--- src/rtl/load_align_unit.sv ---
// load_align_unit
// ---------------
// Load alignment stage between MEM and WB. It takes one load descriptor
// (byte offset, access size, signedness), consumes one memory read beat,
// or two when the access crosses a bus word, and extracts the addressed
// bytes. It then sign- or zero-extends them and hands the result to WB.
//
// Handshakes: every channel uses valid/ready. A transfer happens on a rising
// clk edge where valid and ready are both 1. A producer holds valid, and its
// payload stable, until that edge. The unit's ready/valid outputs are decoded
// from the FSM state only, so they never depend combinationally on inputs.
//
// Ports:
//   clk, resetn      clock and synchronous active-low reset
//   flush            drops any load in flight (state -> IDLE next cycle)
//   req_*            load descriptor channel (valid/ready, off/size/unsigned)
//   mem_*            memory read-beat channel (valid/ready, rdata)
//   wb_*             result channel (valid/ready, data, err)
//   dbg_state_o      current FSM state, exported for checkers
module load_align_unit #(
  parameter  int DATA_W      = 32,
  parameter  int MISALIGN_EN = 1,
  localparam int BYTES       = DATA_W / 8,
  localparam int OFF_W       = $clog2(BYTES)
) (
  input  logic              clk,
  input  logic              resetn,
  input  logic              flush,
  input  logic              req_valid,
  output logic              req_ready,
  input  logic [OFF_W-1:0]  req_off,
  input  logic [1:0]        req_size,
  input  logic              req_unsigned,
  input  logic              mem_valid,
  output logic              mem_ready,
  input  logic [DATA_W-1:0] mem_rdata,
  output logic              wb_valid,
  input  logic              wb_ready,
  output logic [DATA_W-1:0] wb_data,
  output logic              wb_err,
  output logic [1:0]        dbg_state_o
);

  typedef enum logic [1:0] {
    S_IDLE    = 2'd0,
    S_WAIT_LO = 2'd1,
    S_WAIT_HI = 2'd2,
    S_OUT     = 2'd3
  } state_e;

  state_e             state_q, state_d;
  logic [OFF_W-1:0]   off_q, off_d;
  logic [1:0]         size_q, size_d;
  logic               uns_q, uns_d;
  logic               cross_q, cross_d;
  logic [DATA_W-1:0]  lo_q, lo_d;
  logic [DATA_W-1:0]  wb_data_q, wb_data_d;
  logic               wb_err_q, wb_err_d;

  // Descriptor decode
  int                 req_end;
  logic               req_cross;
  logic               req_illegal;

  always_comb begin
    req_end     = int'(req_off) + (1 << req_size);
    req_cross   = (req_end > BYTES);
    // A dword access only exists on a 64-bit bus.
    req_illegal = (req_size == 2'd3) && (DATA_W < 64);
  end

  // Alignment datapath.
  // In WAIT_HI, the low beat sits in lo_q and the incoming beat is the high
  // half. In WAIT_LO, only the incoming beat matters. Shifting the
  // concatenation right by off*8 brings the first addressed byte to bit 0.
  logic [2*DATA_W-1:0] cat;
  logic [OFF_W+2:0]    sh_amt;
  logic [DATA_W-1:0]   raw;
  logic [DATA_W-1:0]   ext_data;
  logic                sign;
  int                  nbits;

  always_comb begin
    cat      = (state_q == S_WAIT_HI) ? {mem_rdata, lo_q}
                                      : {{DATA_W{1'b0}}, mem_rdata};
    sh_amt   = {off_q, 3'b000};
    raw      = DATA_W'(cat >> sh_amt);
    ext_data = raw;
    nbits    = 8 << size_q;
    if (nbits > DATA_W) begin
      nbits = DATA_W;
    end
    case (size_q)
      2'd0:    sign = raw[7];
      2'd1:    sign = raw[15];
      2'd2:    sign = raw[31];
      default: sign = raw[DATA_W-1];
    endcase
    // Bits above the access length are replaced by the fill value. A
    // full-width access has no such bits, so it passes through unchanged.
    for (int i = 8; i < DATA_W; i++) begin
      if (i >= nbits) begin
        ext_data[i] = sign & ~uns_q;
      end
    end
  end

  // Next-state logic
  always_comb begin
    state_d   = state_q;
    off_d     = off_q;
    size_d    = size_q;
    uns_d     = uns_q;
    cross_d   = cross_q;
    lo_d      = lo_q;
    wb_data_d = wb_data_q;
    wb_err_d  = wb_err_q;

    if (flush) begin
      // Flush beats any descriptor offered in the same cycle. wb_data is
      // deliberately left untouched.
      state_d = S_IDLE;
      lo_d    = '0;
    end else begin
      case (state_q)
        S_IDLE: begin
          if (req_valid) begin
            off_d   = req_off;
            size_d  = req_size;
            uns_d   = req_unsigned;
            cross_d = req_cross;
            if (req_illegal || (req_cross && (MISALIGN_EN == 0))) begin
              // Error response: no memory beat is consumed.
              wb_err_d  = 1'b1;
              wb_data_d = '0;
              state_d   = S_OUT;
            end else begin
              state_d = S_WAIT_LO;
            end
          end
        end
        S_WAIT_LO: begin
          if (mem_valid) begin
            lo_d = mem_rdata;
            if (cross_q) begin
              state_d = S_WAIT_HI;
            end else begin
              wb_data_d = ext_data;
              wb_err_d  = 1'b0;
              state_d   = S_OUT;
            end
          end
        end
        S_WAIT_HI: begin
          if (mem_valid) begin
            wb_data_d = ext_data;
            wb_err_d  = 1'b0;
            state_d   = S_OUT;
          end
        end
        S_OUT: begin
          if (wb_ready) begin
            state_d = S_IDLE;
          end
        end
        default: state_d = S_IDLE;
      endcase
    end
  end

  // State registers
  always_ff @(posedge clk) begin
    if (!resetn) begin
      state_q   <= S_IDLE;
      off_q     <= '0;
      size_q    <= '0;
      uns_q     <= 1'b0;
      cross_q   <= 1'b0;
      lo_q      <= '0;
      wb_data_q <= '0;
      wb_err_q  <= 1'b0;
    end else begin
      state_q   <= state_d;
      off_q     <= off_d;
      size_q    <= size_d;
      uns_q     <= uns_d;
      cross_q   <= cross_d;
      lo_q      <= lo_d;
      wb_data_q <= wb_data_d;
      wb_err_q  <= wb_err_d;
    end
  end

  // Outputs
  assign req_ready   = (state_q == S_IDLE);
  assign mem_ready   = (state_q == S_WAIT_LO) || (state_q == S_WAIT_HI);
  assign wb_valid    = (state_q == S_OUT);
  assign wb_data     = wb_data_q;
  assign wb_err      = wb_err_q;
  assign dbg_state_o = state_q;

endmodule
--- config.mk ---
export PLATFORM = sky130hd
export DESIGN_NAME = load_align_unit
export DESIGN_NICKNAME = d
export VERILOG_FILES = /design/src/rtl/load_align_unit.sv
export SDC_FILE = /design/constraint.sdc
export NUM_CORES = 1
export LEC_CHECK = 0
export CORE_MARGIN = 2
export CORE_UTILIZATION = 49
export CTS_BUF_LIST = sky130_fd_sc_hd__clkbuf_2 sky130_fd_sc_hd__clkbuf_4 sky130_fd_sc_hd__clkbuf_8
export CTS_CLUSTER_DIAMETER = 150
export CTS_CLUSTER_SIZE = 30
export DETAILED_ROUTE_END_ITERATION = 10
export PLACE_DENSITY_LB_ADDON = 0.1
export SLEW_MARGIN = 15
export SYNTH_ARGS = -nofsm -noshare
export SYNTH_HDL_FRONTEND = slang
export SYNTH_SLANG_ARGS = --single-unit
--- constraint.sdc ---
create_clock -name clk -period 2 [get_ports clk]
set_input_delay 0.3 -clock clk [delete_from_list [all_inputs] [get_ports clk]]
set_output_delay 0.3 -clock clk [all_outputs]
set_load 0.02 [all_outputs]
==> results.md, run 1 <==
- The run finished, with violations left.
- The final reports fail on negative setup slack.
- 0 antenna diodes ended up in the layout.
- The cell area that synthesis handed to floorplanning was 4200 um^2.
- The share of synthesized flip-flops with an asynchronous set or reset is 0.
- The post-route DRC violation count is 0.
- Entering global routing, the biggest net connects 33 pins.
- Walking the worst path, the cells encountered are ha_2 -> a211oi_4 -> o2111ai_4 -> buf_6 -> nor3_4 -> buf_12 -> o21ai_0 -> a31oi_1.
- The insertion delay to the later sink of the worst-skew pair is 0.36 ns.
- CTS placed an instance of sky130_fd_sc_hd__clkbuf_8 at the clock tree root.
- The maximum net fanout on the critical path is 7.
- The net count of the finished layout is 684.
- In this run the worst hold path is classified as in2reg.
- The share of the synthesized area in the top cell type is 0.348.
- The arrival time at the worst endpoint is 2.30 ns.
- The worst-case IR drop observed on VDD is 437 uV.
- The number of max-slew violations in the final report is 0.
- The slew of the pin with the lowest slew margin is 0.470 ns.
- The clock net in this run drives a total of 73 sinks.
- The number of nets in the synthesized netlist is 541.
- After routing the design area is 6100 um^2.
- The number of placed instances, taps included, is 715.
- The cell with the most instances after synthesis is sky130_fd_sc_hd__nand2_1.
- The number of buffers and inverters on the critical path is 2.
- The synthesized area divided by synthesized cell count is 8.56 um^2.
- The count of buffers added on input and output ports is 80.
- The die covers 9340 um^2.
- At the end of routability-driven placement, the weighted congestion stood at 0.947.
- The count of vias placed by the detailed router is 4260.
- The post-route clock period utilization is 1.01.
- Once layout is complete, the utilization of the core stands at 0.739.
- Data on the critical path is required at its endpoint by 2.27 ns.
- The final cell count without fillers is 744.
- For this design, the slowest cell found on the critical path is sky130_fd_sc_hd__dfxtp_4.
- CTS built an H-tree with a depth of 3.
- The number of antenna violations at the first check in global routing came to 0.
- Yosys mapped the design onto 51 distinct sky130hd cell types.
- The worst setup path startpoint is dbg_state_o[0].
- The initial DRC count is 255.
- The biggest area contributor in the post-synthesis netlist is sky130_fd_sc_hd__dfxtp_1.
- The remaining max-slew budget at the tightest pin is 0.685.
- The maximum count of clock buffers along a single path is 2.
- The kind of critical path is reg2reg.
- The number of failing hold endpoints at the final stage came to 0.
- The layout overhead on the synthesized area is 45.1%.
- Between clock sinks in the finished design, the worst skew comes to 0.00877 ns.
- The timing-limited maximum frequency is 0.494 GHz.
- The predominant post-synthesis flop cell is sky130_fd_sc_hd__dfxtp_1.
- By area the synthesized netlist is led by sky130_fd_sc_hd__dfxtp_1 35%, sky130_fd_sc_hd__mux2i_1 12%, sky130_fd_sc_hd__nand2_1 7.8%.
- The end point of the critical path is wb_data[16].
- In this run, post-CTS hold repair placed 0 buffers.
- 81 I/O pins were placed.
- Timing analysis after detailed placement gives a worst setup slack of -0.250 ns.
- The total placed instance area is 5590 um^2.
- Across the run, the number of max-cap violations was 0.
- The share of layout cells above drive strength 1 is 0.268.
- In this run, synthesis produced a sequential element count of 73.
- The via count normalized by instance count is 5.73.
- The number of cells on the worst reg-to-reg path is 8.
- By count the netlist is led by 87 x sky130_fd_sc_hd__nand2_1, 73 x sky130_fd_sc_hd__dfxtp_1, 54 x sky130_fd_sc_hd__a21oi_1.
- The core footprint is 8260 um^2.
- The worst setup path is captured at a register.
- The dominant delay contributor by cell family on the critical path is compound AO/OA/AOI/OAI gates.
- The first TritonRoute pass finished after 5 iterations.
- The first-pass GRT wire length is 20300 um.
- For this run, the number of Yosys warnings is 0.
- Counting I/O delays and the setup requirement, the final critical path takes 2.02 ns.
- The number of global-route vias before repair is 3967.
- For this run the aggregate overflow at the end of global routing stands at 0.
- The power density of the placed cells is 603 nW/um^2.
- The least setup slack across all paths after layout is -0.0235 ns.
- The number of standard cells after synthesis is 491.
- TritonCTS built the clock tree.
- The leakage power of the design is 2.29 nW.
- The clock buffer count from CTS is 9.
- The HPWL after detailed placement is 9260 um.
- The count of antenna-violating nets left after detailed routing is 0.
- The initial core utilization is 0.509.
- Setup repair after global routing could not meet its margin everywhere.
- The clock transition at the register clock pins on the worst setup and hold paths after CTS is 0.08 ns.
- The routed length per instance is 17.0 um.
- STA classifies the critical path startpoint as a register.
- The part of the Yosys area used for sequential elements is 0.348.
- Setup slack on the worst reg-to-reg path comes out at -0.02 ns.
- In the global route stage, overall resource usage came out at 0.267.
- The die is 96.6 um wide.
- In this run the critical register-to-register path is launched from dbg_state_o[0].
- Overall power consumption after layout is estimated at 3.68 mW.
- Wires add up to 12700 um.
- The number of rows in the core area is 33.
- The maximum cell stage delay along the critical path is 0.38 ns.
- Measured along the y axis, the die boundary spans 96.6 um.
- Setup violations remaining at the end of the flow were counted as 1.
- The instance count on the critical path is 8.
- The capture instance of the worst register-to-register path is wb_data[16].
- The number of flops mapped to enable cells by yosys is 0.
## sequential cells by signal (all words and copies together) (netlist names)
signal and cells:
cross_q 1, off_q 2, dbg_state_o 2, uns_q 1, wb_err 1, wb_data 32, size_q 2, lo_q 32
## cell type report
class                   count  area, um^2
clock buffers              10         131
multi-input cells         369        2690
repair buffers            169        1560
inverters                  12        50.0
clock inverters             6        68.8
flip-flops and latches     73        1470
well taps                 105         131
fillers                   626        2160
## cells by family (layout without fill, tap and decap cells)
group,Yosys count,count (layout),synth area share
AO/OA/AOI/OAI,133,133,0.197
flip-flops,73,73,0.348
AND/OR/NAND/NOR,156,156,0.166
buffers and inverters,49,197,0.0592
multiplexers,73,73,0.207
adder cells (fa/ha/maj),7,7,0.0226
## how the worst min path moves through the flow
stage / slack [ns] / cells past startpoint / end / from
3_3_place_gp: 0.44 / 2 / lo_q[15] / lo_q[15]
3_5_place_dp: 0.45 / 2 / lo_q[15] / lo_q[15]
4_1_cts: 0.46 / 2 / lo_q[8] / lo_q[8]
5_1_grt: 0.47 / 4 / size_q[1] / req_size[1]
6_report: 0.41 / 4 / size_q[1] / req_size[1]
2_1_floorplan: 0.42 / 1 / wb_data[31] / resetn
## per-layer routing
layer / vias up / global-route usage / part of all wire
met1: 2044 / 0.390 / 0.47
met2: 135 / 0.409 / 0.46
met3: 24 / 0.0347 / 0.052
met5: - / 0 / 0
li1: 2057 / - / -
met4: 0 / 0.0856 / 0.018
## stage by stage
step                hold slack [ns]  TNS [ns]
floorplan                     0.417         0
global placement              0.439     -1.39
detailed placement            0.446     -3.16
CTS                           0.457         0
global route                  0.473    -0.845
finish                        0.410   -0.0235
## placed cells by master (no fill, tap or decap), types with 5 or more instances in the layout
| cell | n |
|---|---|
| sky130_fd_sc_hd__a21oi_1 | 53 |
| sky130_fd_sc_hd__a22oi_1 | 10 |
| sky130_fd_sc_hd__a31oi_1 | 9 |
| sky130_fd_sc_hd__a32oi_1 | 6 |
| sky130_fd_sc_hd__buf_12 | 5 |
| sky130_fd_sc_hd__buf_4 | 76 |
| sky130_fd_sc_hd__buf_6 | 8 |
| sky130_fd_sc_hd__clkbuf_8 | 9 |
| sky130_fd_sc_hd__clkdlybuf4s50_1 | 76 |
| sky130_fd_sc_hd__dfxtp_1 | 70 |
| sky130_fd_sc_hd__inv_1 | 10 |
| sky130_fd_sc_hd__mux2_2 | 13 |
| sky130_fd_sc_hd__mux2i_1 | 40 |
| sky130_fd_sc_hd__mux2i_2 | 9 |
| sky130_fd_sc_hd__mux4_2 | 8 |
| sky130_fd_sc_hd__nand2_1 | 87 |
| sky130_fd_sc_hd__nand2b_1 | 7 |
| sky130_fd_sc_hd__nand3_1 | 10 |
| sky130_fd_sc_hd__nor2_1 | 22 |
| sky130_fd_sc_hd__nor2b_1 | 5 |
| sky130_fd_sc_hd__o21ai_0 | 20 |
| sky130_fd_sc_hd__o22ai_1 | 5 |
## worst register-to-register path, cell delays in order, from the launching register on
cell and delay, ns:
sky130_fd_sc_hd__dfxtp_4 0.38, sky130_fd_sc_hd__ha_2 0.22, sky130_fd_sc_hd__a211oi_4 0.29, sky130_fd_sc_hd__o2111ai_4 0.18, sky130_fd_sc_hd__buf_6 0.16, sky130_fd_sc_hd__nor3_4 0.21, sky130_fd_sc_hd__buf_12 0.15, sky130_fd_sc_hd__o21ai_0 0.13
sky130_fd_sc_hd__a31oi_1 0.22
## power breakdown
group / internal, mW / switching (mW)
Combinational: 0.485 / 0.496
Sequential: 1.48 / 0.0343
Clock: 0.594 / 0.586
## what timing repair did
action,CTS,global route
buffers inserted,14,4
pin swaps,10,13
cloned,1,0
hold endpoints to repair,0,0
gates resized for setup,33,37
endpoints found under the setup margin,35,32
Power figures use the tool's default switching activity.
==> inputs of run 2 (changes only) <==
- ABC_CLOCK_PERIOD_IN_PS: unset -> 2000
- CORE_ASPECT_RATIO: unset -> 0.9
==> run 2 against run 1 <==
The run still ends with negative setup slack left. Critical endpoint is now wb_data[1]. Power grew 4.4%. Fmax fell by 0.27%. Critical path type unchanged. Global-route usage increased by 1.5 points. Largest power group unchanged. Worst hold slack better by 0.014 ns. Sequential cell count is the same. Count of clock-buffer cells in the layout did not move. Cell area grew 0.49%.
==> results.md, run 2 (same netlist as run 1, synthesis figures left out) <==
- The run finished, with violations left.
- The final reports fail on negative setup slack.
- The share of layout cells above drive strength 1 came to 0.261 (-0.00687).
- The number of H-tree levels is 3 (unchanged).
- The layout overhead on the synthesized area is 45.9%.
- The remaining max-slew budget at the tightest pin is 0.644 (-0.0410).
- The total overflow reported by the global router is 0 (unchanged).
- The via count normalized by instance count is 5.64 (-1.4%).
- The maximum net fanout on the critical path is 8 (+1).
- The maximum count of clock buffers along a single path was 2 (unchanged).
- The timing-limited maximum frequency is 0.493 GHz (-0.27%).
- The leakage power of the design came to 2.25 nW (-1.7%).
- The worst hold-check slack was 0.424 ns (+0.0142 ns).
- The maximum cell stage delay along the critical path is 0.48 ns (+0.10 ns).
- The critical path is of the reg2reg type.
- The antenna diode count is 0 (unchanged).
- The initial core utilization is 0.498 (-0.0115).
- The total placed instance area is 5600 um^2 (+0.27%).
- The post-route DRC violation count is 0 (unchanged).
- The routed length per instance is 17.1 um (+0.54%).
- The die footprint is 9340 um^2 (about the same).
- The max-cap check violation count was 0 (unchanged).
- The maximum number of pins on one net before global-route repair was 33 (unchanged).
- Leaving out fill and tap cells, the most frequent cells in the layout are 87 x sky130_fd_sc_hd__nand2_1, 75 x sky130_fd_sc_hd__clkdlybuf4s50_1, 70 x sky130_fd_sc_hd__dfxtp_1.
- The min-delay analysis places its worst path in the category in2reg.
- The post-cts hold buffer count came to 0 (unchanged).
- The clock tree from TritonCTS is done.
- The post-layout minimum cycle time is 2.03 ns (+0.00545 ns).
- The initial DRC count is 305 (+20%).
- The post-placement worst setup slack is -0.257 ns (-0.00741 ns).
- The number of cells after detailed placement was 727 (+1.7%).
- Setup repair after global routing could not meet its margin everywhere.
- The number of antenna violations at the first check in global routing was 0 (unchanged).
- The count of antenna-violating nets left after detailed routing was 0 (unchanged).
- The HPWL after detailed placement is 8950 um (-3.3%).
- The final cell count without fillers was 748 (+0.54%).
- The count of vias placed by the detailed router is 4222 (-0.89%).
- The number of buffer cells added on primary ports is 80 (unchanged).
- The number of max-slew violations in the final report is 0 (unchanged).
- The worst setup skew after layout is 0.00874 ns (-0.0000258 ns).
- The horizontal extent of the die is 102 um (+5.2%).
- The core footprint was 8450 um^2 (+2.3%).
- The signal on the critical path passes through inv_4 -> ha_4 -> buf_16 -> mux2i_4 -> mux4_2 -> or3_4 -> a21oi_2.
- The post-route cell area came to 6130 um^2 (+0.49%).
- The clock root buffer is sky130_fd_sc_hd__clkbuf_8.
- The post-route clock period utilization is 1.01 (+0.00273).
- The arrival time at the worst endpoint is 2.32 ns (+0.02 ns).
- The first-pass iteration count of the detailed router came to 5 (unchanged).
- The worst ir drop on vdd is 414 uV (-5.4%).
- The insertion delay to the later sink of the worst-skew pair is 0.35 ns (about the same).
- The global placer's final weighted congestion is 0.907 (-4.2%).
- The first-pass GRT wire length came to 20500 um (+1.1%).
- The net count of the finished layout is 674 (-1.5%).
- The slew of the pin with the lowest slew margin is 0.531 ns (+0.0609 ns).
- The final-report setup violation count is 3 (+2).
- The clock transition at the register clock pins on the worst setup and hold paths after CTS is 0.08 ns (about the same).
- The power density of the placed cells is 626 nW/um^2 (+3.9%).
- The largest individual stage delay along the critical path comes from the cell sky130_fd_sc_hd__mux4_2.
- The number of rows in the core area is 32 (-3.0%).
- The floorplan die height is 91.9 um (-4.9%).
- The total wirelength of the detailed-routed design is 12800 um (+1.1%).
- The least setup slack across all paths after layout is -0.0289 ns (-0.00545 ns).
- The I/O pin count was 81 (unchanged).
- The commonest non-fill, non-tap cell in the layout is sky130_fd_sc_hd__nand2_1.
- The global-route usage over all layers is 0.281 (+0.0146).
- The number of global-route vias before repair is 3948 (-0.48%).
- The clock buffer count from CTS was 9 (unchanged).
- The number of failing hold endpoints at the final stage is 0 (unchanged).
- The endpoint required time on the critical path is 2.29 ns (+0.02 ns).
- The nature of the critical path endpoint is a register.
- The clock sink total is 73 (unchanged).
- The kind of start point of the critical path is a register.
run 2: cell types whose count changed in the layout (fill, tap and decap cells not counted), moves of 3 or more:
cell / delta
sky130_fd_sc_hd__buf_4: -8
sky130_fd_sc_hd__buf_6: -7
sky130_fd_sc_hd__mux2i_4: +4
sky130_fd_sc_hd__nor2_4: -3
run 2: power breakdown:
part	switching [mW]	internal, mW
clock network	0.587	0.741
logic	0.503	0.495
registers	0.0323	1.48
run 2: repair_timing:
action,4_1_cts,5_1_grt
resized for setup,40,28
setup buffers,4,1
pin swaps,4,6
cloned,2,0
endpoints found under the setup margin,33,32
run 2: final cells by class:
cell class | instances | area (um^2)
Fill cell | 646 | 2320
Multi-Input combinational cell | 369 | 2720
Inverter | 12 | 47.5
Tap cell | 119 | 149
Sequential cell | 73 | 1470
Clock inverter | 6 | 90.1
Clock buffer | 10 | 138
Timing Repair Buffer | 159 | 1520
run 2: per-stage QoR:
step,power (mW),TNS (ns),util
6_report,3.84,-0.0673,0.726
5_1_grt,3.98,-1.70,0.726
4_1_cts,3.81,-0.0611,0.713
3_5_place_dp,2.41,-3.84,0.663
3_3_place_gp,2.40,-1.83,0.663
2_1_floorplan,2.01,0,-
run 2: worst paths after layout:
check	startpoint	to	slack [ns]	depth (start not counted)
worst max-delay path	dbg_state_o[0]	wb_data[1]	-0.03	7
worst min-delay path	req_size[1]	size_q[1]	0.42	4
worst max register to register	dbg_state_o[0]	wb_data[1]	-0.03	7
worst min register to register	lo_q[31]	lo_q[31]	0.45	2
run 2: critical path, delay by kind of cell, from the launching register on:
| family | cells | cell delay, ns |
|---|---|---|
| compound gates | 1 | 0.13 |
| fa+ha+maj | 1 | 0.20 |
| buf+inv | 2 | 0.21 |
| flops | 1 | 0.38 |
| mux | 2 | 0.66 |
| simple gates | 1 | 0.38 |
run 2: layer usage:
layer	vias up	global-route usage	wire, um
li1	2037	-	-
met4	0	0.0721	77
met1	2002	0.415	5930
met2	174	0.425	5910
met5	-	0	0
met3	9	0.0473	882
